### src/rtl/motor_ctrl_pkg.sv
// Shared types and constants for the button/LED/motor control slice.
package motor_ctrl_pkg;

    typedef enum logic [1:0] {
        RELEASED,
        PRESS_CNT,
        PRESSED,
        RELEASE_CNT
    } dbnc_state_t;

    localparam int unsigned SYNC_STAGES = 2;

    localparam logic LED_ON  = 1'b1;
    localparam logic LED_OFF = 1'b0;

endpackage

### src/rtl/sync_2ff.sv
// 1-bit flop-chain synchronizer for asynchronous board inputs; clears to 0 on reset.
module sync_2ff
    import motor_ctrl_pkg::*;
(
    input  logic clk,
    input  logic rst,
    input  logic d_i,
    output logic q_o
);

    logic [SYNC_STAGES-1:0] sync_d;
    logic [SYNC_STAGES-1:0] sync_q;

    always_comb begin
        sync_d = {sync_q[SYNC_STAGES-2:0], d_i};
    end

    always_ff @(posedge clk) begin
        if (rst) begin
            sync_q <= '0;
        end else begin
            sync_q <= sync_d;
        end
    end

    assign q_o = sync_q[SYNC_STAGES-1];

endmodule

### src/rtl/motor_toggle_debouncer.sv
// Debounces a raw push-button into a toggle state with a one-cycle update strobe
// and an emergency-stop override that forces the state off.
module motor_toggle_debouncer
    import motor_ctrl_pkg::*;
#(
    parameter int unsigned DEBOUNCE_CYCLES = 1000
) (
    input  logic clk,
    input  logic rst,
    input  logic btn_raw,
    input  logic estop,
    output logic dbstate,
    output logic enable,
    output logic btn_level
);

    localparam int unsigned CNT_W = $clog2(DEBOUNCE_CYCLES + 1);
    // The counter already holds the samples seen before this edge, so the
    // current sample completes the run when the count reaches DEBOUNCE_CYCLES-1.
    localparam logic [CNT_W-1:0] CntLast = CNT_W'(DEBOUNCE_CYCLES - 1);
    localparam logic [CNT_W-1:0] CntOne  = CNT_W'(1);

    logic btn_s;

    sync_2ff u_sync_btn (
        .clk (clk),
        .rst (rst),
        .d_i (btn_raw),
        .q_o (btn_s)
    );

    dbnc_state_t      state_d, state_q;
    logic [CNT_W-1:0] cnt_d, cnt_q;
    logic             toggle;

    always_comb begin
        state_d = state_q;
        cnt_d   = cnt_q;
        toggle  = 1'b0;
        unique case (state_q)
            RELEASED: begin
                if (btn_s) begin
                    state_d = PRESS_CNT;
                    cnt_d   = CntOne;
                end
            end
            PRESS_CNT: begin
                if (!btn_s) begin
                    state_d = RELEASED;
                    cnt_d   = '0;
                end else if (cnt_q >= CntLast) begin
                    state_d = PRESSED;
                    cnt_d   = '0;
                    toggle  = 1'b1;
                end else begin
                    cnt_d = cnt_q + CntOne;
                end
            end
            PRESSED: begin
                if (!btn_s) begin
                    state_d = RELEASE_CNT;
                    cnt_d   = CntOne;
                end
            end
            RELEASE_CNT: begin
                if (btn_s) begin
                    state_d = PRESSED;
                    cnt_d   = '0;
                end else if (cnt_q >= CntLast) begin
                    state_d = RELEASED;
                    cnt_d   = '0;
                end else begin
                    cnt_d = cnt_q + CntOne;
                end
            end
            default: begin
                state_d = RELEASED;
                cnt_d   = '0;
            end
        endcase
    end

    // tgt_q is the state the consumers should end up with; dbstate follows it but
    // never changes on the cycle right after a strobe, so enable cannot repeat.
    logic tgt_d, tgt_q;
    logic dbstate_d, dbstate_q;
    logic enable_d, enable_q;

    always_comb begin
        tgt_d = tgt_q;
        if (estop) begin
            tgt_d = LED_OFF;
        end else if (toggle) begin
            tgt_d = (tgt_q == LED_ON) ? LED_OFF : LED_ON;
        end
        dbstate_d = enable_q ? dbstate_q : tgt_d;
        enable_d  = (dbstate_d != dbstate_q);
    end

    always_ff @(posedge clk) begin
        if (rst) begin
            state_q   <= RELEASED;
            cnt_q     <= '0;
            tgt_q     <= LED_OFF;
            dbstate_q <= LED_OFF;
            enable_q  <= 1'b0;
        end else begin
            state_q   <= state_d;
            cnt_q     <= cnt_d;
            tgt_q     <= tgt_d;
            dbstate_q <= dbstate_d;
            enable_q  <= enable_d;
        end
    end

    assign dbstate   = dbstate_q;
    assign enable    = enable_q;
    assign btn_level = (state_q == PRESSED) || (state_q == RELEASE_CNT);

endmodule

### config.mk
export PLATFORM = sky130hd
export DESIGN_NAME = motor_toggle_debouncer
export DESIGN_NICKNAME = d
export VERILOG_FILES = /design/src/rtl/motor_ctrl_pkg.sv /design/src/rtl/sync_2ff.sv /design/src/rtl/motor_toggle_debouncer.sv
export SDC_FILE = /design/constraint.sdc
export NUM_CORES = 1
export LEC_CHECK = 0
export ABC_AREA = 1
export CAP_MARGIN = 20
export CELL_PAD_IN_SITES_DETAIL_PLACEMENT = 0
export CELL_PAD_IN_SITES_GLOBAL_PLACEMENT = 1
export CORE_MARGIN = 5
export CORE_UTILIZATION = 40
export CTS_CLUSTER_SIZE = 12
export DETAILED_ROUTE_END_ITERATION = 10
export PLACE_DENSITY = 0.72
export REMOVE_ABC_BUFFERS = 1
export SLEW_MARGIN = 20
export SYNTH_ARGS = -nofsm -noshare
export SYNTH_HDL_FRONTEND = slang
export SYNTH_SLANG_ARGS = --single-unit
export TNS_END_PERCENT = 50
### constraint.sdc
create_clock -name clk -period 1.58 [get_ports clk]
set_input_delay 0.316 -clock clk [delete_from_list [all_inputs] [get_ports clk]]
set_output_delay 0.316 -clock clk [all_outputs]
set_load 0.05 [all_outputs]
; After elaboration in Yosys (flattened, before gate mapping)
; Cells that the tools add are included.
[op_classes]
n_mux = 20
magnitude_cmp = 1
eq_ne = 8
reduce_logical = 4
n_addsub = 1
[op_table]
columns = op, count
row1 = $mux W10, 5
row2 = $pmux W10 S4, 1
row3 = $mux W2, 6
row4 = $add A10 B1 Y10 const B, 1
row5 = $ge A10 B10 Y1 const B, 1
row6 = $pmux W2 S4, 1
row7 = $mux W1, 7
row8 = $eq A2 B2 Y1 const B, 2
row9 = $reduce_and A4 Y1, 1
row10 = $ne A3 B2 Y1 const B, 1
row11 = $ne A3 B3 Y1 const B, 1
row12 = $eq A2 B1 Y1 const B, 1
row13 = $logic_not A2 Y1, 1
row14 = $ne A2 B1 Y1 const B, 1
row15 = $ne A2 B2 Y1 const B, 1
row16 = $reduce_and A2 Y1, 1
row17 = $logic_or A1 B1 Y1, 1
row18 = $ne A1 B1 Y1, 1
[totals]
elab_cells = 40
out_inout_bits = 3
ff_bits = 17
inputBits = 4

; Depth between registers and ports, before layout
; Gate-level depths: netlist of run 1.
[depth]
word_depth = 8
depth_mapped = 10
ltp_nobuf = 10

; Hierarchy
; A second synthesis of run 1 with hierarchy kept.
[hier_totals]
hier_cells = 119
hier_area_um2 = 840.8
[modules_own_cells]
columns = mod, area_each_um2, cells_per_inst, seq_area_each_um2, instances
row1 = motor_toggle_debouncer, 785.8, 113, 300.3, 1
row2 = sync_2ff, 55.1, 6, 40.0, 1

; Worst setup path after synthesis of run 1
; Ideal clock, no wire load.
[synth_timing]
path_type = flip-flop to flip-flop
start = reg cnt_q[0]
end = reg cnt_q[8]
slack_ns = 0.326
period_less_slack_ns = 1.254
setup_ns = 0.116
path_stages_with_launch = 9
path_buffers = 0
required_time_ns = 1.464
arrival_ns = 1.138
path_cell_list = dfxtp_1 > ha_1 > nand3_1 > nor2_1 > nand3_1 > nand3_2 > nand3_1 > o211ai_1 > inv_1
[synth_via]
elab_chain_len = 4
word_cells_on_any_way = 6
classes_between = 1 x add/sub / 1 x order compare / 4 x mux
[synth_rtl]
columns = item, line_no
row1 = from (decl), motor_toggle_debouncer.sv:33  ; logic [CNT_W-1:0] cnt_d, cnt_q;
row2 = from (signal assigned), motor_toggle_debouncer.sv:109  ; cnt_q <= cnt_d;
row3 = $add A10 B1 Y10 / $ge A10 B10 Y1 (equally long branches), --
row4 = $mux W10 *, "motor_toggle_debouncer.sv:51, motor_toggle_debouncer.sv:69"
row5 = "$mux W10, on equally long branches", "motor_toggle_debouncer.sv:66, motor_toggle_debouncer.sv:48"
row6 = $pmux W10 S4 *, motor_toggle_debouncer.sv:40  ; unique case (state_q)
; Mark *: on every way between the ends. The rest lies on a longest branch, timed or not.
; A chain may end at the register's enable or synchronous reset.

; Worst setup path in the final report of run 1
[layout_timing]
start = reg cnt_q[0]
end = reg cnt_q[4]
; Same word-level chain as after synthesis.

==> metrics.txt, run 1 <==
DR vias/cell=around 5; most frequent cells after synthesis=dfxtp_1 (17), nand2_1 (16), inv_1 (13), nand3_1 (12), nor2_1 (12); PD cells=around 820 nW/um2; # hold bufs at CTS=0; Max VDD drop=between 300 and 400 uV; sequential share of the synthesized area=between 30% and 40%; IO buf count=6; Clk Latency, worst-skew pair=~0.29 ns; vias=roughly 770; vias in the first global route=approximately 680; number of synthesized flops with an enable pin=0; Clock Sinks=17; Fin Clk Skew=between 0.005 and 0.006 ns; post-route total power=approximately 830 uW; Sum Neg Setup Slack=0 ns; DRT Pass-1 Iters=4; Top FF cell, synth=dfxtp_1; CP Class=flip-flop to flip-flop; Area contributors post-synth=dfxtp_1 (40%), nand3_1 (7.0%), nand2_1 (7.0%); largest net degree at the start of global routing=10; Area growth syn-to-layout=18.1%; count leader, synth=dfxtp_1; layout cells sized above 1=between 20 and 25%; placer congestion estimate=around 0.75; initial antenna violation count=0; clk buf depth=2; post-synth top area share=39.8%; first-pass GRT wire length=3020 um; Max-Cap Viols=0; RSZ-0062 raised after global routing=no; Final Hold Violating Endpoints=0; outcome=complete, no violations; I/O pin total=7; required time of the critical path=around 1.8 ns; WP data arrival=between 1.5 and 2 ns; H-tree levels=1; Layout Nets=131; final setup fails=0; clk root buf=clkbuf_4; biggest area consumer among synthesized cells=dfxtp_1; total track usage=between 10% and 20%; async set-reset flop share out of synthesis=0%; Mapped Cells=roughly 110; Std-Cell Core Area=between 2000 and 2500 um2; worst hold path type=flip-flop to flip-flop; CTS Buf Count=3; Max Slew Vio Count=0; row count=16; Die H=~56 um; Die W=approximately 56 um; Static Leak=between 0.0003 and 0.0004 uW; distinct cell type count after synthesis=23; startpoint types=flip-flop; CTS tree=yes; Avg Inst Size Synth=7.51 um2; dpl hpwl=between 1000 and 1500 um; die area=about 3200 um2; min cycle time layout=roughly 1.4 ns; number of remaining DRC errors=0; wire per inst=approximately 12 um; Worst Tran Pin Value=around 0.28 ns; CP Capture Type=flip-flop; final wirelength=around 1800 um; Tcrit/Tclk final=89.3%; synthesized flop and latch total=17; diode count=0; Worst-path clk slew=roughly 0.10 ns; GRT Residual Overflow=0; crit-path max FO=7; Initial Util=between 40% and 50%; Yosys warning count=0; Synth Cell Area=between 800 and 900 um2; Highest Clock Rate=just over 700 MHz; Slew HR=between 80% and 90%; ANT nets after route=0; WHS=a little over 0.4 ns; Iteration-0 DRC Markers=17
==> state kept, by name, summed over array words and instances, names as in the netlist, named ones only <==
register and count:
cnt_q 10, u_sync_btn.sync_q 2, dbstate 1, enable 1, state_q 1, tgt_q 1
==> per-stage QoR <==
step	cell area, um2	std cells	setup slack, ns	util [%]
detailed placement	982	148	0.137	49.1
finish	1010	152	0.169	50.5
global route	1010	152	0.0222	50.5
floorplan	848	112	0.101	-
global placement	982	148	0.158	49.1
CTS	1010	152	0.114	50.4
==> cells in the final DEF (no fill, tap or decap), types with 4 or more instances in the layout <==
cell type,count
nand2_2,5
dfxtp_1,17
nand3_2,4
o21ai_0,4
inv_1,13
nand3_1,12
buf_4,4
a21oi_1,10
nand2_1,16
nor2_1,11
==> repair_timing <==
action / CTS / global route
gates resized for setup: 0 / 1
buffers inserted: 0 / 0
hold endpoints to repair: 0 / 0
endpoints found under the setup margin: 0 / 1
==> critical path: stages (launching register included) <==
cell	delay, ns
dfxtp_1	0.38
ha_1	0.21
nand2_1	0.09
nand2_1	0.12
nand2_2	0.15
nand2_4	0.14
o22ai_1	0.07
and3_1	0.14
==> report_power, final <==
part           switching (uW)  internal, uW  total (uW)
sequential               18.5           443         462
combinational            79.2          47.9         127
clock                     139          98.1         238
total                     237           589         827
==> per-layer routing <==
metal / part of all wire, % / vias to the layer above / track usage, %
met4: 1.1 / 0 / 5.08
met3: 2.4 / 2 / 2.06
met1: 50 / 359 / 16.3
li1: - / 402 / -
met5: 0 / - / 0
met2: 46 / 9 / 18.0
==> cells by family after synthesis <==
kind of cell               share of synthesized area [%]
DFF                                                 39.8
and+or+nand+nor                                     33.8
adders and majority gates                           1.46
buffers and inverters                               7.90
AOI/OAI and AO/OA                                   17.1
==> path summary, 6_finish.rpt <==
kind                                                 startpoint                              end  slack [ns]  depth (start not counted)
worst min register to register  u_sync_btn.sync_q[0]$_SDFF_PP0_  u_sync_btn.sync_q[1]$_SDFF_PP0_        0.41                          2
worst max-delay path                      cnt_q[0]$_SDFFE_PP0P_            cnt_q[4]$_SDFFE_PP0P_        0.17                          7
worst min-delay path            u_sync_btn.sync_q[0]$_SDFF_PP0_  u_sync_btn.sync_q[1]$_SDFF_PP0_        0.41                          2
worst max register to register            cnt_q[0]$_SDFFE_PP0P_            cnt_q[4]$_SDFFE_PP0P_        0.17                          7
==> layout make-up <==
type,instances,area (um2)
Fill cell,205,991
Multi-Input combinational cell,79,450
Sequential cell,17,340
Timing Repair Buffer,9,100
Inverter,16,60.1
Tap cell,27,33.8
Clock buffer,4,26.3
Note: power is estimated with default switching activity, not from simulation.
==> inputs of run 2 (changes only) <==
--- a/config.mk
+++ b/config.mk
@@ -9,6 +9,7 @@
 export CAP_MARGIN = 20
 export CELL_PAD_IN_SITES_DETAIL_PLACEMENT = 0
 export CELL_PAD_IN_SITES_GLOBAL_PLACEMENT = 1
+export CORE_ASPECT_RATIO = 1.1
 export CORE_MARGIN = 5
 export CORE_UTILIZATION = 40
 export CTS_CLUSTER_SIZE = 12
==> constraint.sdc (replaced) <==
create_clock -name clk -period 1.58 [get_ports clk]
set_input_delay 0.316 -clock clk [delete_from_list [all_inputs] [get_ports clk]]
set_output_delay 0.316 -clock clk [all_outputs]
set_load 0.005 [all_outputs]
==> run 2 against run 1 <==
Critical path depth shrank 6. Utilization shrank 1.6 points. Combinational power shrank 15%. Die area is essentially flat. Flip-flop and latch count is the same. Worst hold slack gained 0.00081 ns. Sequential power is essentially flat. Via count shrank 1.7%. Clock skew shrank 0.0034 ns. Largest cell class unchanged.
==> metrics.txt, run 2 (synthesis results as in run 1) <==
WHS=around 0.41 ns; Sequential Power Share=57.6%; layout cells sized above 1=between 20 and 25%; ANT nets after route=0; Worst Tran Pin Value=0.271 ns; r2r startpoint=cnt_q[0]$_SDFFE_PP0P_; # hold bufs at CTS=0; switching pwr=217 uW; H-tree levels=1; largest net degree at the start of global routing=10; vias=759; Clk Latency, worst-skew pair=0.29 ns; most frequent cells in the layout=nand2_1 (16), dfxtp_1 (16), inv_1 (13); placer congestion estimate=roughly 0.82; Initial Util=a little over two fifths; dpl hpwl=1280 um; Highest Clock Rate=around 670 MHz; PD cells=between 800 and 900 nW/um2; row count=17; required time of the critical path=approximately 1.3 ns; outcome=complete, no violations; Std-Cell Core Area=2020 um2; Internal=~600 uW; Crit path buffers/inverters=1; vias in the first global route=between 700 and 800; first-pass GRT wire length=2950 um; die area=3170 um2; switch share=27.1%; worst hold start=u_sync_btn.sync_q[0]$_SDFF_PP0_; Regs by FF count=cnt_q (10), u_sync_btn.sync_q (2); max reg flops=10; Worst path top cell family by delay=buffers and inverters; final setup fails=0; reg-to-reg critical path endpoint=cnt_q[4]$_SDFFE_PP0P_; Static Leak=about 0.00036 uW; Area growth syn-to-layout=15.5%; hold path depth=2; GRT Residual Overflow=0; Max VDD drop=518 uV; worst hold path type=flip-flop to flip-flop; Logic pwr share=between 10% and 20%; IO buf count=6; final wirelength=around 1700 um; multi-input combinational cell area=around 450 um2; flop2flop setup slack=around 0.17 ns; number of remaining DRC errors=0; Worst Hold End=u_sync_btn.sync_q[1]$_SDFF_PP0_; Iteration-0 DRC Markers=15; slowest CP cell=clkdlybuf4s50_1; Max-Cap Viols=0; CTS tree=yes; R2R cell count=7; flip-flop and latch area=roughly 340 um2; Worst-path clk slew=about 0.1 ns; Clk network pwr share=28.9%; DRT Pass-1 Iters=4; Slowest Stage Delay on Critical Path=approximately 0.51 ns; Layout Nets=130; I/O pin total=7; Final Hold Violating Endpoints=0; clk buf depth=2; CP Class=flip-flop to primary output; clk root buf=clkbuf_4; DR vias/cell=4.99; diode count=0; total track usage=12.6%; crit-path max FO=4; Sum Neg Setup Slack=0 ns; RSZ-0062 raised after global routing=no; Die H=around 59 um; worst-path cell chain=clkdlybuf4s50_1; wire per inst=between 10 and 15 um; CP Capture Type=primary output; initial antenna violation count=0; min cycle time layout=1.48 ns; CTS Buf Count=3; Fin Clk Skew=approximately 0.0025 ns; Die W=54.1 um; Largest Register=cnt_q; Tcrit/Tclk final=between 90% and 100%; Max Slew Vio Count=0; WP data arrival=approximately 1.2 ns; startpoint types=flip-flop; fillcell total=approximately 210; Slew HR=approximately four fifths; Clock Sinks=17
## run 2: cell types whose count changed in the layout (fill, tap and decap cells not counted), sizes merged
cell and change:
clkdlybuf4s50 +3, buf -4
## run 2: power by group through the flow
stage / registers [uW] / clock network, uW / logic [uW]
finish: 461 / 231 / 108
floorplan: 467 / 0 / 70.0
global route: 463 / 255 / 122
global placement: 469 / 0 / 112
CTS: 460 / 241 / 110
detailed placement: 470 / 0 / 110
## run 2: metrics by stage
| stage | cells | setup WS, ns | util (%) | total power, uW | instance area, um2 |
|---|---|---|---|---|---|
| floorplan | 112 | 0.326 | - | 537 | 848 |
| global placement | 148 | 0.147 | 47.4 | 581 | 958 |
| detailed placement | 148 | 0.154 | 47.4 | 580 | 958 |
| CTS | 152 | 0.0232 | 48.7 | 811 | 985 |
| global route | 152 | 0.0250 | 48.9 | 840 | 988 |
| finish | 152 | 0.0958 | 48.9 | 800 | 988 |
## run 2: final cells by class
cell class | instances | share of cell area [%]
clock buffers | 4 | 2.66
multi-input cells | 79 | 45.6
flip-flops and latches | 17 | 34.6
well taps | 28 | 3.54
repair buffers | 8 | 7.59
inverters | 16 | 6.08
## run 2: routing by layer
metal	GRT usage, %	share of wire (%)
met1	16.0	47
met2	20.1	50
met4	6.41	0.83
met3	2.28	2.3
met5	0	0
## run 2: repair_timing
item	CTS	global route
endpoints found under the setup margin	0	2
resized for setup	0	2
setup buffers	0	0
## run 2: worst max-delay path by stage
| stage | from | endpoint | slack [ns] | cells past startpoint |
|---|---|---|---|---|
| after floorplan | cnt_q[0]$_SDFFE_PP0P_ | cnt_q[8]$_SDFFE_PP0P_ | 0.33 | 8 |
| after global placement | cnt_q[0]$_SDFFE_PP0P_ | cnt_q[8]$_SDFFE_PP0P_ | 0.15 | 8 |
| after detailed placement | cnt_q[0]$_SDFFE_PP0P_ | cnt_q[8]$_SDFFE_PP0P_ | 0.15 | 8 |
| after CTS | flip-flop | btn_level | 0.02 | 1 |
| after global routing | cnt_q[0]$_SDFFE_PP0P_ | enable$_SDFF_PP0_ | 0.02 | 9 |
| final | flip-flop | btn_level | 0.1 | 1 |
